`config.mk`:
```
export PLATFORM = sky130hd
export DESIGN_NAME = display_scan_controller_flat
export DESIGN_NICKNAME = d
export VERILOG_FILES = /design/src/rtl/display_scan_controller_if.sv /design/src/rtl/display_scan_controller.sv /design/src/flat_wrapper.sv
export SDC_FILE = /design/constraint.sdc
export NUM_CORES = 1
export LEC_CHECK = 0
export CAP_MARGIN = 20
export CORE_ASPECT_RATIO = 1.5
export CORE_MARGIN = 2
export CORE_UTILIZATION = 31
export CTS_BUF_LIST = sky130_fd_sc_hd__clkbuf_8
export CTS_CLUSTER_DIAMETER = 30
export DETAILED_ROUTE_END_ITERATION = 10
export SLEW_MARGIN = 20
export SYNTH_ARGS = -nofsm -noshare
export SYNTH_HDL_FRONTEND = slang
export SYNTH_SLANG_ARGS = --single-unit
```
`constraint.sdc`:
```
create_clock -name i_clock -period 3.8 [get_ports i_clock]
set_clock_uncertainty 0.05 [all_clocks]
set_input_delay 0.38 -clock i_clock [delete_from_list [all_inputs] [get_ports i_clock]]
set_output_delay 0.38 -clock i_clock [all_outputs]
set_load 0.03 [all_outputs]
```
`src/rtl/display_scan_controller_if.sv`:
```
// ---------------------------------------------------------------------------
// display_scan_controller_if
// Groups the digit sources and the display drive lines of the scan controller.
//   master : the surrounding system -- drives the digit data and display
//            options, and observes the display drive lines.
//   slave  : the scan controller -- reads the digit data and display options,
//            and drives anode/segment/dp plus the status outputs.
// Signals:
//   clock_digits, stopwatch_digits : BCD nibbles, nibble i = digit i (0 rightmost)
//   mode_sel    : 0 = clock digits, 1 = stopwatch digits
//   lz_en       : leading-zero blanking enable
//   dp_mask     : 1 = light decimal point of digit i
//   anode       : active-low digit enables
//   segment     : active-low {g,f,e,d,c,b,a}
//   dp          : active-low decimal point
//   digit_index : digit currently being scanned
//   frame_start : one-cycle pulse when a new frame snapshot is taken
//   active_mode : mode_sel captured for the current frame
// ---------------------------------------------------------------------------
interface display_scan_controller_if #(
    parameter int NUM_DIGITS = 8
);
    logic [4*NUM_DIGITS-1:0] clock_digits;
    logic [4*NUM_DIGITS-1:0] stopwatch_digits;
    logic                    mode_sel;
    logic                    lz_en;
    logic [NUM_DIGITS-1:0]   dp_mask;
    logic [NUM_DIGITS-1:0]   anode;
    logic [6:0]              segment;
    logic                    dp;
    logic [2:0]              digit_index;
    logic                    frame_start;
    logic                    active_mode;

    modport master (
        output clock_digits, stopwatch_digits, mode_sel, lz_en, dp_mask,
        input  anode, segment, dp, digit_index, frame_start, active_mode
    );

    modport slave (
        input  clock_digits, stopwatch_digits, mode_sel, lz_en, dp_mask,
        output anode, segment, dp, digit_index, frame_start, active_mode
    );
endinterface

```
`src/rtl/display_scan_controller.sv`:
```
// ---------------------------------------------------------------------------
// display_scan_controller
// Time-multiplexed scan of a multi-digit seven-segment display. Each frame
// starts with a one-cycle LOAD that snapshots the selected digit source and
// display options, then every digit gets BLANK_TICKS cycles with all anodes
// off followed by TICKS_PER_DIGIT cycles with its own anode on.
// Ports:
//   i_clock : system clock, rising edge
//   i_reset : synchronous, active-high
//   bus     : display_scan_controller_if.slave (data in, display drive out)
// All display outputs are registered and computed from the next state, so
// anode/segment/dp move on the same edge as the state transition.
// ---------------------------------------------------------------------------
module display_scan_controller #(
    parameter int NUM_DIGITS      = 8,
    parameter int TICKS_PER_DIGIT = 1000,
    parameter int BLANK_TICKS     = 16
) (
    input  logic                          i_clock,
    input  logic                          i_reset,
    display_scan_controller_if.slave      bus
);

    localparam int CNT_MAX = (TICKS_PER_DIGIT > BLANK_TICKS) ? TICKS_PER_DIGIT : BLANK_TICKS;
    localparam int CNT_W   = $clog2(CNT_MAX + 1);
    localparam logic [CNT_W-1:0] BLANK_LAST = CNT_W'(BLANK_TICKS - 1);
    localparam logic [CNT_W-1:0] ON_LAST    = CNT_W'(TICKS_PER_DIGIT - 1);
    localparam logic [2:0]       LAST_DIGIT = 3'(NUM_DIGITS - 1);

    typedef enum logic [1:0] {
        S_IDLE,
        S_LOAD,
        S_BLANK,
        S_ON
    } state_t;

    state_t                  r_state, w_state_next;
    logic [CNT_W-1:0]        r_tick, w_tick_next;
    logic [2:0]              r_digit, w_digit_next;

    logic [4*NUM_DIGITS-1:0] r_snap_data;
    logic                    r_snap_lz;
    logic [NUM_DIGITS-1:0]   r_snap_dp;

    logic [NUM_DIGITS-1:0]   r_anode, w_anode_next;
    logic [6:0]              r_segment, w_segment_next;
    logic                    r_dp, w_dp_next;
    logic                    r_frame_start, w_frame_start_next;
    logic                    r_active_mode;

    logic                    w_load;
    logic [3:0]              w_nib [NUM_DIGITS];
    logic [NUM_DIGITS-1:0]   w_nib_zero;
    logic [NUM_DIGITS-1:0]   w_lz_blank;

    function automatic logic [6:0] seg_decode(input logic [3:0] nib);
        logic [6:0] seg;
        case (nib)
            4'd0:    seg = 7'h40;
            4'd1:    seg = 7'h79;
            4'd2:    seg = 7'h24;
            4'd3:    seg = 7'h30;
            4'd4:    seg = 7'h19;
            4'd5:    seg = 7'h12;
            4'd6:    seg = 7'h02;
            4'd7:    seg = 7'h78;
            4'd8:    seg = 7'h00;
            4'd9:    seg = 7'h10;
            default: seg = 7'h3F;   // non-BCD nibble shows a dash
        endcase
        return seg;
    endfunction

    // Per-digit leading-zero blanking: digit i goes dark when it and every
    // more significant nibble of the snapshot are zero. Digit 0 always shows.
    genvar gi;
    generate
        for (gi = 0; gi < NUM_DIGITS; gi++) begin : g_digit
            assign w_nib[gi]      = r_snap_data[4*gi +: 4];
            assign w_nib_zero[gi] = (w_nib[gi] == 4'd0);
            if (gi == 0) begin : g_first
                assign w_lz_blank[gi] = 1'b0;
            end else begin : g_rest
                assign w_lz_blank[gi] = r_snap_lz && (&w_nib_zero[NUM_DIGITS-1:gi]);
            end
        end
    endgenerate

    // Next-state and next-output logic.
    always_comb begin
        w_state_next = r_state;
        w_tick_next  = r_tick;
        w_digit_next = r_digit;

        case (r_state)
            S_IDLE: begin
                w_state_next = S_LOAD;
                w_tick_next  = '0;
                w_digit_next = 3'd0;
            end
            S_LOAD: begin
                w_state_next = S_BLANK;
                w_tick_next  = '0;
                w_digit_next = 3'd0;
            end
            S_BLANK: begin
                if (r_tick == BLANK_LAST) begin
                    w_state_next = S_ON;
                    w_tick_next  = '0;
                end else begin
                    w_tick_next = r_tick + CNT_W'(1);
                end
            end
            S_ON: begin
                if (r_tick == ON_LAST) begin
                    w_tick_next = '0;
                    if (r_digit == LAST_DIGIT) begin
                        w_state_next = S_LOAD;
                        w_digit_next = 3'd0;
                    end else begin
                        w_state_next = S_BLANK;
                        w_digit_next = r_digit + 3'd1;
                    end
                end else begin
                    w_tick_next = r_tick + CNT_W'(1);
                end
            end
            default: begin
                w_state_next = S_IDLE;
                w_tick_next  = '0;
                w_digit_next = 3'd0;
            end
        endcase

        w_load             = (w_state_next == S_LOAD);
        w_frame_start_next = w_load;
        w_anode_next       = '1;
        w_segment_next     = 7'h7F;
        w_dp_next          = 1'b1;

        // ON is never entered straight from LOAD, so the current snapshot
        // registers are already valid whenever the next state is ON.
        if (w_state_next == S_ON) begin
            w_dp_next = ~r_snap_dp[w_digit_next];
            if (!w_lz_blank[w_digit_next]) begin
                w_anode_next   = ~(NUM_DIGITS'(1) << w_digit_next);
                w_segment_next = seg_decode(w_nib[w_digit_next]);
            end
        end
    end

    always_ff @(posedge i_clock) begin
        if (i_reset) begin
            r_state       <= S_IDLE;
            r_tick        <= '0;
            r_digit       <= 3'd0;
            r_snap_data   <= '0;
            r_snap_lz     <= 1'b0;
            r_snap_dp     <= '0;
            r_anode       <= '1;
            r_segment     <= 7'h7F;
            r_dp          <= 1'b1;
            r_frame_start <= 1'b0;
            r_active_mode <= 1'b0;
        end else begin
            r_state       <= w_state_next;
            r_tick        <= w_tick_next;
            r_digit       <= w_digit_next;
            r_anode       <= w_anode_next;
            r_segment     <= w_segment_next;
            r_dp          <= w_dp_next;
            r_frame_start <= w_frame_start_next;
            if (w_load) begin
                r_active_mode <= bus.mode_sel;
                r_snap_data   <= bus.mode_sel ? bus.stopwatch_digits : bus.clock_digits;
                r_snap_lz     <= bus.lz_en;
                r_snap_dp     <= bus.dp_mask;
            end
        end
    end

    assign bus.anode       = r_anode;
    assign bus.segment     = r_segment;
    assign bus.dp          = r_dp;
    assign bus.digit_index = r_digit;
    assign bus.frame_start = r_frame_start;
    assign bus.active_mode = r_active_mode;

endmodule

```
`src/flat_wrapper.sv`:
```
// flat-port wrapper written by rule: the top's interface ports become plain ports
module display_scan_controller_flat 
#(
    parameter int NUM_DIGITS      = 8,
    parameter int TICKS_PER_DIGIT = 1000,
    parameter int BLANK_TICKS     = 16
)
  (i_clock, i_reset, bus_clock_digits, bus_stopwatch_digits, bus_mode_sel, bus_lz_en, bus_dp_mask, bus_anode, bus_segment, bus_dp, bus_digit_index, bus_frame_start, bus_active_mode);
  display_scan_controller_if #(.NUM_DIGITS(NUM_DIGITS)) bus_i ();
  input  logic i_clock;
  input  logic i_reset;
  input wire logic [$bits(bus_i.clock_digits)-1:0] bus_clock_digits;
  input wire logic [$bits(bus_i.stopwatch_digits)-1:0] bus_stopwatch_digits;
  input wire logic [$bits(bus_i.mode_sel)-1:0] bus_mode_sel;
  input wire logic [$bits(bus_i.lz_en)-1:0] bus_lz_en;
  input wire logic [$bits(bus_i.dp_mask)-1:0] bus_dp_mask;
  output wire logic [$bits(bus_i.anode)-1:0] bus_anode;
  output wire logic [$bits(bus_i.segment)-1:0] bus_segment;
  output wire logic [$bits(bus_i.dp)-1:0] bus_dp;
  output wire logic [$bits(bus_i.digit_index)-1:0] bus_digit_index;
  output wire logic [$bits(bus_i.frame_start)-1:0] bus_frame_start;
  output wire logic [$bits(bus_i.active_mode)-1:0] bus_active_mode;
  assign bus_i.clock_digits = bus_clock_digits;
  assign bus_i.stopwatch_digits = bus_stopwatch_digits;
  assign bus_i.mode_sel = bus_mode_sel;
  assign bus_i.lz_en = bus_lz_en;
  assign bus_i.dp_mask = bus_dp_mask;
  assign bus_anode = bus_i.anode;
  assign bus_segment = bus_i.segment;
  assign bus_dp = bus_i.dp;
  assign bus_digit_index = bus_i.digit_index;
  assign bus_frame_start = bus_i.frame_start;
  assign bus_active_mode = bus_i.active_mode;
  display_scan_controller #(.NUM_DIGITS(NUM_DIGITS), .TICKS_PER_DIGIT(TICKS_PER_DIGIT), .BLANK_TICKS(BLANK_TICKS)) u_core (.i_clock(i_clock), .i_reset(i_reset), .bus(bus_i));
endmodule
```
; ---- Yosys cells after proc, flatten, opt, wreduce, memory -nomap -nowiden
; Memories as Yosys holds them, arrays and structs flattened. A register that Yosys moved wholly into a read port is not among the register bits.
; Cells that the tools add are included.
[word_totals]
register_bits = 67
romBits = 112
input_bits = 76
output_inout_bits = 21
memories = 1
[memory_table]
columns = memory, words, width, rd, rd_ports_with_merged_regs, wr, line_no
row1 = (no name shown), 16, 7, 1, 1, 0, display_scan_controller.sv:58  ; case (nib)
[classes]
n_addsub = 2
n_lt_le_gt_ge = 2
n_eq_ne = 8
shifts = 1
n_mux = 18
bitwise = 4
n_reduce_logical = 24
[ops]
columns = operator, count
row1 = $mux W32, 1
row2 = $pmux W10 S3, 1
row3 = $logic_not A4 Y1, 7
row4 = $mux W10, 2
row5 = $bmux W4 S3, 1
row6 = $add A10 B1 Y10 const B, 1
row7 = $eq A10 B10 Y1 const B, 1
row8 = $eq A10 B4 Y1 const B, 1
row9 = $mux W4, 2
row10 = $not A8 Y8, 1
row11 = $pmux W2 S4, 1
row12 = $shl A1 B3 Y8 const A, 1
row13 = $logic_and A1 B1 Y1, 7
row14 = $reduce_and A7 Y1, 1
row15 = $bmux W1 S3, 2
row16 = $eq A2 B2 Y1 const B, 3
row17 = $mux W2, 3
row18 = $mux W3, 2
row19 = $pmux W3 S2, 1
row20 = $reduce_and A6 Y1, 1
row21 = $reduce_and A5 Y1, 1
row22 = $eq A2 B1 Y1 const B, 2
row23 = $ge A4 B4 Y1 const B, 1
row24 = $lt A3 B4 Y1 const B, 1
row25 = 11 further kinds, 14

; ---- Depth between registers and ports, before layout
[depth]
ltp_word = 8
depth_mapped = 13
mapped_depth_nobuf = 12

; ---- Worst setup path after synthesis
; OpenSTA, ideal clock, no wires.
[synth_path]
kind = reg2reg
from = reg u_core.r_digit[0], in the netlist u_core.bus.digit_index[0]
to = reg u_core.r_segment[6], in the netlist u_core.bus.segment[6]
setup_time_ps = 114
arrival_ps = 3015
required_ps = 3636
slack_ps = 621
stages_incl_launch_ff = 14
n_path_buf = 1
path_cell_list = dfxtp_1 > ha_1 > ha_1 > nand4bb_1 > nor4_1 > o21bai_1 > buf_2 > mux2i_1 > a22oi_1 > a21oi_2 > inv_1 > ha_1 > mux2_2 > a21o_1
[synth_between]
elab_chain_cells = 8
[synth_rtl]
columns = item, line_no
row1 = from (decl), display_scan_controller.sv:39  ; logic [2:0] r_digit, w_digit_next;
row2 = from (signal assigned), display_scan_controller.sv:168  ; r_digit <= w_digit_next;
row3 = $add A3 B1 Y3 or $eq A3 B3 Y1 (tied branches), "display_scan_controller.sv:122, display_scan_controller.sv:117"
row4 = $mux W3, display_scan_controller.sv:117  ; if (r_digit == LAST_DIGIT) begin
row5 = $mux W3, display_scan_controller.sv:115  ; if (r_tick == ON_LAST) begin
row6 = $pmux W3 S2, display_scan_controller.sv:95  ; case (r_state)
row7 = $not A3 Y4 (implied by the code), display_scan_controller.sv:147  ; w_segment_next = seg_decode(w_nib[w_digit_next]);
row8 = $bmux W4 S3, display_scan_controller.sv:147
row9 = $mux W4 (implied by the code) (2 in a row), display_scan_controller.sv:147
row10 = to (decl), display_scan_controller.sv:46  ; logic [6:0] r_segment, w_segment_next;
; Parallel ways exist; a longest one is shown, timed or not. The select of a mux whose other input is x is not followed.
; A chain may end at the register's enable or synchronous reset.

; ---- Worst setup path in the final report
[layout_path]
from = reg u_core.r_digit[0], in the netlist u_core.bus.digit_index[0]
to = reg u_core.r_segment[3], in the netlist u_core.bus.segment[3]
; The elaborated chain is that of the path after synthesis.

==> results.toml <==
[layout]
n_antenna_cell = 0
final-instance-count-excl-fill = 612
layout-area-overhead-vs-synth_pct = 35.8
drive_gt1_share_pct = 7.31
nets = 540

[power_and_ir_drop]
p_leak_nw = 1.86
power_mw = 1.83
power.share.sequential_pct = 49.5
p_per_area_nw_per_um2 = 381
sw_frac_of_total_pct = 28.7
vdd_drop_max_uv = 145
power.internal_mw = 1.30
p_clk_share_pct = 27.9
switchingPower_uw = 523
combPwrFrac_pct = 22.6

[cts]
cts-buffers-inserted = 9
cts_tree = "yes"
path_clk_slew_ns = 0.07
postCtsHoldBufs = 0
clock_path_buffers = 2
postCtsSetupBuffers = 0
cts_resized = 0
cts-root-buf = "clkbuf_8"
cts_sinks = 74
clock_latency_ns = 0.34
cts_max_level = 3

[yosys]
yosysTopAreaCell = "dfxtp_1"
async_reset_ff_share_pct = 0
syn_nets = 452
yosysWarnings = 0
synth-edff-count = 0
synth_seq_cells = 74
synth_flop_cell = "dfxtp_1"
synth_top_area_share_pct = 42.0
yosysMostFrequentCell = "dfxtp_1"
synth_area_sq_um = 3520
syn_area_per_cell_sq_um = 9.47
yosysUniqueCellTypes = 47
seq_area_frac_synth_pct = 42.0
syn_inst = 372
yosys-top-cells-count = "74 x dfxtp_1, 60 x nor2_1, 54 x mux2i_1"
yosys-top-cells-area = "dfxtp_1 42%, mux2i_1 15%, a211oi_1 8.1%"

[worst_setup_path]
timing.rr.end = "u_core.bus.segment[3]"
reg2reg_from = "u_core.bus.digit_index[0]"
worstPathArrival_ns = 3.74
critPathLaunchType = "flop"
end_kind = "flop"
worstSetupPathType = "flop to flop"
r2r_setup_slack_ns = 0.24
cp_max_fo = 12
required_ns = 3.98
rr_worst_depth = 12

[hold_path]
hold_path_class = "flop to flop"
hold_depth = 1
hold_start = "u_core.r_tick[0]"
hold_end = "u_core.r_tick[0]"

[sta]
drv_slew = 0
setup_violations = 0
fin_ws_ns = 0.243
slew_headroom_pct = 31.8
fin_crit_ns = 3.56
min_period_over_period_pct = 93.6
rsz0062_at_grt = "no"
hold_viol = 0
tightestPinTransition_ns = 1.02
max_freq_ghz = 0.281
tns_ns = 0

[routing]
dr.pass1.iters = 4
viasPerCell = 4.84
wirelength_mm = 8.52
via_count = 2964
ant_nets = 0
drcViolationCount = 0
dr.first_iter.drc_count = 146
wl_per_cell_um = 13.9

[global_route]
antenna_found_initial = 0
grt_pass1_vias = 2940
grt_pass1_wl_mm = 14.0
grt_use_met3_pct = 2.90
top_usage_layer = "met2"
grt_use_total_pct = 14.2
met1_usage_pct = 16.3
use_met2_pct = 25.2
grt_max_degree = 77
grt-ovfl-total = 0

[die]
fp.dieW_um = 91.1
initial_utilization_pct = 31.9
num_io_pins = 97
floorplan.rows = 47
die_h_um = 135
core_area_sq_um = 11100
dieArea_sq_um = 12300

[placed_design]
dp_cells = 596
place.gp.congestion = 0.922
io_buffers = 96
dp_slack_ns = 0.270
dp_hpwl_mm = 6.54

[job]
maxCapViolCount = 0

[status]
outcome = "complete, no violations"
## power by group through the flow
stage          clock [mW]  sequential, mW  combinational [mW]
6_report            0.509           0.904               0.413
5_1_grt             0.559           0.913               0.454
4_1_cts             0.530           0.904               0.417
3_5_place_dp            0           0.922               0.414
3_3_place_gp            0           0.921               0.407
2_1_floorplan           0           0.926               0.243
## kinds of logic after synthesis
| group | count (synthesis) | synth area share, % |
|---|---|---|
| multiplexers | 60 | 18.5 |
| XOR/XNOR | 8 | 1.99 |
| buffers and inverters | 30 | 3.34 |
| adder cells (fa/ha/maj) | 4 | 1.42 |
| AND/OR/NAND/NOR | 122 | 16.8 |
| AO/OA/AOI/OAI | 74 | 15.9 |
| flip-flops | 74 | 42.0 |
## per-layer routing
| metal | share of wire (%) | routed length (um) | up-vias |
|---|---|---|---|
| met4 | 2.4 | 208 | 0 |
| met5 | 0 | 0 | - |
| met1 | 42 | 3600 | 1330 |
| li1 | - | - | 1535 |
| met2 | 51 | 4360 | 83 |
| met3 | 4.1 | 353 | 16 |
## how the worst max path moves through the flow
| stage | end | from | slack, ns | depth (start not counted) |
|---|---|---|---|---|
| floorplan | u_core.bus.segment[6] | u_core.bus.digit_index[0] | 0.62 | 13 |
| global placement | u_core.bus.segment[6] | u_core.bus.digit_index[0] | 0.46 | 12 |
| detailed placement | u_core.bus.segment[3] | u_core.bus.digit_index[0] | 0.27 | 12 |
| CTS | u_core.bus.segment[3] | u_core.bus.digit_index[0] | 0.26 | 12 |
| global route | u_core.bus.segment[1] | u_core.r_tick[0] | 0.04 | 11 |
| finish | u_core.bus.segment[3] | u_core.bus.digit_index[0] | 0.24 | 12 |
## layout by cell type (no fill, tap or decap), drive strengths merged, types with 4 or more instances in the layout
master | netlist | routed
a211oi | 38 | 38
a21o | 4 | 4
a21oi | 7 | 7
a31oi | 4 | 4
and3 | 4 | 4
buf | 5 | 8
clkbuf | 20 | 10
clkdlybuf4s50 | 0 | 94
dfxtp | 74 | 74
ha | 4 | 4
inv | 5 | 8
mux2i | 55 | 55
nand2 | 20 | 20
nand3 | 13 | 13
nor2 | 60 | 60
nor2b | 4 | 4
nor4 | 9 | 9
o21ai | 5 | 5
xnor2 | 5 | 5
## critical path, stage by stage, from the launching register on
cell,delay [ns]
dfxtp_1,0.35
ha_1,0.22
ha_1,0.21
nand4bb_1,0.19
nor4_1,0.34
o21bai_1,0.52
mux2i_1,0.29
a22oi_1,0.12
a21oi_2,0.33
inv_1,0.14
ha_1,0.33
a21oi_1,0.06
a311o_1,0.28
## metrics by stage
stage | hold WS (ns) | util, % | cell area (sq um)
after floorplan | 0.363 | - | 3520
after global placement | 0.373 | 41.8 | 4620
after detailed placement | 0.393 | 41.8 | 4620
after CTS | 0.403 | 43.3 | 4790
after global routing | 0.432 | 43.3 | 4790
final | 0.395 | 43.3 | 4790
## registers in the layout, indices dropped and copies added, names as in the netlist
signal                  count
u_core.r_snap_lz            1
u_core.bus.frame_start      1
u_core.r_tick              10
u_core.r_snap_data         32
u_core.bus.anode            8
u_core.r_snap_dp            8
u_core.bus.segment          7
u_core.bus.dp               1
u_core.r_state              2
u_core.bus.active_mode      1
u_core.bus.digit_index      3
## final cells by class
class                      count  area (sq um)
fill                        1140          6270
multi-input combinational    268          1940
sequential                    74          1480
timing repair buffer         102           996
tap                          147           184
clock buffer                  10           138
clock inverter                 6          26.3
inverter                       5          18.8
Note: power is estimated with default switching activity, not from simulation.
